### src/rtl/board_update_arbiter.sv
// Board write arbiter: round-robin A/B cell writes gated to vertical blanking,
// plus a full-board clear sweep triggered by new_game.
module board_update_arbiter #(
    parameter int SIDE_MAX = 16,
    parameter int DATA_W   = 5
) (
    input  logic              clk,
    input  logic              rst,
    input  logic              vblnk,
    input  logic              new_game,
    input  logic [2:0]        board_size,
    input  logic              a_valid,
    input  logic [3:0]        a_row,
    input  logic [3:0]        a_col,
    input  logic [DATA_W-1:0] a_data,
    input  logic              b_valid,
    input  logic [3:0]        b_row,
    input  logic [3:0]        b_col,
    input  logic [DATA_W-1:0] b_data,
    output logic              a_ready,
    output logic              a_err,
    output logic              b_ready,
    output logic              b_err,
    output logic              wr_en,
    output logic [3:0]        wr_row,
    output logic [3:0]        wr_col,
    output logic [DATA_W-1:0] wr_data,
    output logic              busy
);
    localparam int CELLS = SIDE_MAX * SIDE_MAX;
    localparam int CNT_W = $clog2(CELLS);
    localparam logic [CNT_W-1:0] LAST_CELL = CNT_W'(CELLS - 1);
    localparam logic [CNT_W-1:0] SIDE_C    = CNT_W'(SIDE_MAX);

    typedef enum logic [1:0] {IDLE, CLEAR, WRITE} state_t;

    state_t             state;
    logic [CNT_W-1:0]   cnt;
    logic               last_a;

    logic               grant_b;
    logic [3:0]         sel_row, sel_col;
    logic [DATA_W-1:0]  sel_data;
    logic [5:0]         side;
    logic               legal, in_range;
    logic [CNT_W-1:0]   nxt_cnt;

    always_comb begin
        // On a tie the side that did not win last time gets the grant.
        grant_b  = b_valid && (!a_valid || last_a);
        sel_row  = grant_b ? b_row  : a_row;
        sel_col  = grant_b ? b_col  : a_col;
        sel_data = grant_b ? b_data : a_data;
        side     = {3'b000, board_size} * {3'b000, board_size};
        legal    = (board_size >= 3'd2) && (board_size <= 3'd4);
        in_range = legal && ({2'b00, sel_row} < side) && ({2'b00, sel_col} < side);
        nxt_cnt  = cnt + 1'b1;
    end

    always_ff @(posedge clk) begin
        if (rst) begin
            state   <= IDLE;
            cnt     <= '0;
            last_a  <= 1'b0;
            wr_en   <= 1'b0;
            wr_row  <= '0;
            wr_col  <= '0;
            wr_data <= '0;
            a_ready <= 1'b0;
            a_err   <= 1'b0;
            b_ready <= 1'b0;
            b_err   <= 1'b0;
            busy    <= 1'b0;
        end else begin
            wr_en   <= 1'b0;
            a_ready <= 1'b0;
            a_err   <= 1'b0;
            b_ready <= 1'b0;
            b_err   <= 1'b0;
            if (new_game) begin
                // Outputs present cell (0,0) in the first CLEAR cycle.
                state   <= CLEAR;
                cnt     <= '0;
                busy    <= 1'b1;
                wr_en   <= 1'b1;
                wr_row  <= '0;
                wr_col  <= '0;
                wr_data <= '0;
            end else begin
                case (state)
                    IDLE: begin
                        if (vblnk && (a_valid || b_valid)) begin
                            state   <= WRITE;
                            last_a  <= !grant_b;
                            wr_en   <= in_range;
                            a_ready <= !grant_b;
                            a_err   <= !grant_b && !in_range;
                            b_ready <= grant_b;
                            b_err   <= grant_b && !in_range;
                            if (in_range) begin
                                wr_row  <= sel_row;
                                wr_col  <= sel_col;
                                wr_data <= sel_data;
                            end
                        end
                    end
                    WRITE: state <= IDLE;
                    CLEAR: begin
                        if (cnt == LAST_CELL) begin
                            state <= IDLE;
                            busy  <= 1'b0;
                            cnt   <= '0;
                        end else begin
                            cnt     <= nxt_cnt;
                            wr_en   <= 1'b1;
                            wr_row  <= 4'(nxt_cnt / SIDE_C);
                            wr_col  <= 4'(nxt_cnt % SIDE_C);
                            wr_data <= '0;
                        end
                    end
                    default: state <= IDLE;
                endcase
            end
        end
    end
endmodule
### config.mk
export PLATFORM = sky130hd
export DESIGN_NAME = board_update_arbiter
export DESIGN_NICKNAME = d
export VERILOG_FILES = /design/src/rtl/board_update_arbiter.sv
export SDC_FILE = /design/constraint.sdc
export NUM_CORES = 1
export LEC_CHECK = 0
export ABC_CLOCK_PERIOD_IN_PS = 5150
export CAP_MARGIN = 20
export CORE_MARGIN = 2
export CORE_UTILIZATION = 47
export CTS_CLUSTER_SIZE = 40
export DETAILED_ROUTE_END_ITERATION = 7
export GPL_ROUTABILITY_DRIVEN = 0
export PLACE_DENSITY = 0.8
export SYNTH_ARGS = -nofsm -noshare
export SYNTH_HDL_FRONTEND = slang
export SYNTH_SLANG_ARGS = --single-unit
### constraint.sdc
create_clock -name clk -period 5.15 [get_ports clk]
set_clock_uncertainty 0.2 [all_clocks]
set_input_delay 1.2875 -clock clk [delete_from_list [all_inputs] [get_ports clk]]
set_output_delay 1.2875 -clock clk [all_outputs]
set_load 0.005 [all_outputs]
==> metrics.csv <==
metric;value;unit
post_drt_via_cell_ratio;5.35;
finish.utilization;65.0;%
cts_resized;0;
vias;1675;
p_per_area;225;nW/um2
ios;54;
drt_wl_total;4290;um
area_delta_synth_final;34.6;%
clk_latency;0.28;ns
clock_path_buffers;2;
busiest_layer;met2;
drv_cap;0;
ir_drop;172;uV
p_leak;0.886;nW
worstPathMaxFanout;15;
cts_tree;built;
fin_area;2360;um2
numCtsBuffers;5;
fin_nets;306;
drt-initial-drc-count;102;
netlist_area;1750;um2
avgSynthCellArea;8.12;um2
grtUsageMet3;4.28;%
rr_worst_depth;10;
cts_hold_buf;0;
yosys_most_used_dff;dfxtp_1;
cp.arrival;4.52;ns
grtUsageTotal;21.3;%
drive_gt1_share;7.92;%
final.period_utilization;87.6;%
synth_cell_types;45;
syn_inst;216;
max_freq;222;MHz
grt_max_degree;22;
cts_setup_buffers;0;
async_flop_share;0;%
synth_seq_cells;30;
place_area;2280;um2
setup-tns-final;0;ns
start_kind;primary input;
rsz0062_at_grt;false;
core_area;3630;um2
clk_pin_slew;0.07;ns
clkSinkCount;30;
min_path_cells;2;
setup_viol;0;
die_area;4240;um2
outcome;complete, no violations;
ys_warn_count;0;
grt_pass1_wl;7110;um
antenna_left;0;
routedWlPerCell;13.7;um
min_path_type;reg2reg;
root_buffer;clkbuf_8;
die_h;65.1;um
ys_seq_area_share;34.2;%
cp.required;5.16;ns
fp-row-count;22;
numPortBuffers;53;
start_util;48.3;%
tightest_slew;1.02;ns
syn-num-nets;257;
fin_ws;0.636;ns
critPathKind;in2reg;
firstDrtPassIters;4;
synth-edff-count;0;
overflow;0;
pre_cts_ws;0.369;ns
n_antenna_cell;0;
grt.met1_usage;28.7;%
hpwl;3220;um
die_w;65.1;um
drc;0;
critPathCaptureType;flip-flop;
grtUsageMet2;34.0;%
min_period;4.51;ns
antenna_found_initial;0;
max_slew_margin;32.1;%
finalHoldViolCount;0;
maxSlewViolCount;0;
grt_pass1_vias;1611;
htreeDepth;2;
-- area by class of cell --
class	instances	area, um2
inverter	4	15.0
multi-input combinational	169	1060
timing repair buffer	55	546
sequential	30	601
fill	310	1270
tap	48	60.1
clock buffer	5	68.8
clock inverter	2	10.0
-- flip-flops by register name, summed over array words and instances (netlist names), 2 cells and up --
name and count:
cnt 8, state 2, wr_col 4, wr_data 5, wr_row 4
-- Yosys cell counts (all sizes together), types with 4 or more instances --
master | count | area share, %
and2 | 6 | 2.2
ha | 6 | 4.3
xnor2 | 4 | 2.0
buf | 5 | 2.6
inv | 4 | 0.86
nor3 | 4 | 1.1
o211ai | 8 | 3.7
mux2i | 9 | 5.1
a21oi | 15 | 4.3
mux2 | 4 | 2.6
nand2 | 36 | 7.7
o21ai | 4 | 1.8
nor2 | 25 | 5.3
a211o | 4 | 2.1
nand3 | 8 | 2.3
xor2 | 4 | 2.0
clkbuf | 8 | 1.8
dfxtp | 30 | 34
-- worst max-delay path, cell delays in order --
cell,delay (ns)
clkdlybuf4s50_1,0.56
and2_2,0.36
mux2_2,0.41
ha_1,0.21
or4b_1,0.48
a21oi_1,0.13
nor4_1,0.06
or3_1,0.40
or4_1,0.50
a21oi_1,0.13
-- through the flow --
stage,cells,power (mW),hold slack (ns)
final,313,0.531,0.256
after global routing,313,0.556,0.278
after CTS,313,0.532,0.257
after detailed placement,306,0.360,0.249
after global placement,306,0.359,0.247
after floorplan,216,0.311,0.251
-- cell families after synthesis --
family	synth area share (%)
flip-flops	34.2
buffers and inverters	5.28
multiplexers	7.70
adder cells (fa/ha/maj)	4.28
AO/OA/AOI/OAI	18.0
XOR/XNOR	3.99
AND/OR/NAND/NOR	26.5
-- layer usage --
layer | share of wire, % | vias to the layer above | wire length (um)
met2 | 47 | 47 | 2020
met5 | 0 | - | 0
met4 | 1.7 | 0 | 73
met1 | 45 | 761 | 1940
met3 | 6.0 | 9 | 259
li1 | - | 858 | -
-- placed cells by master, fill, tap and decap left out, types with 5 or more instances in the layout --
cell type,Yosys,routed
ha_1,6,6
nand3_1,8,8
dfxtp_1,30,30
nor2_1,25,25
o211ai_1,7,7
nand2_1,36,36
clkdlybuf4s50_1,0,53
and2_1,5,5
clkbuf_8,0,5
a21oi_1,15,15
mux2i_1,9,9
-- worst paths after layout --
path / start / to / slack [ns]
setup / recovery: b_valid / wr_data[0] / 0.64
hold reg to reg: wr_row[0] / wr_row[0] / 0.26
setup reg to reg: last_a / wr_data[0] / 1.77
hold / removal: wr_row[0] / wr_row[0] / 0.26
-- power breakdown --
part | internal (mW) | switching (mW) | leakage (nW) | total, mW
combinational | 0.0577 | 0.0565 | 0.598 | 0.114
clock | 0.0904 | 0.0853 | 0.0438 | 0.176
sequential | 0.238 | 0.00319 | 0.244 | 0.241
Power figures use the tool's default switching activity.
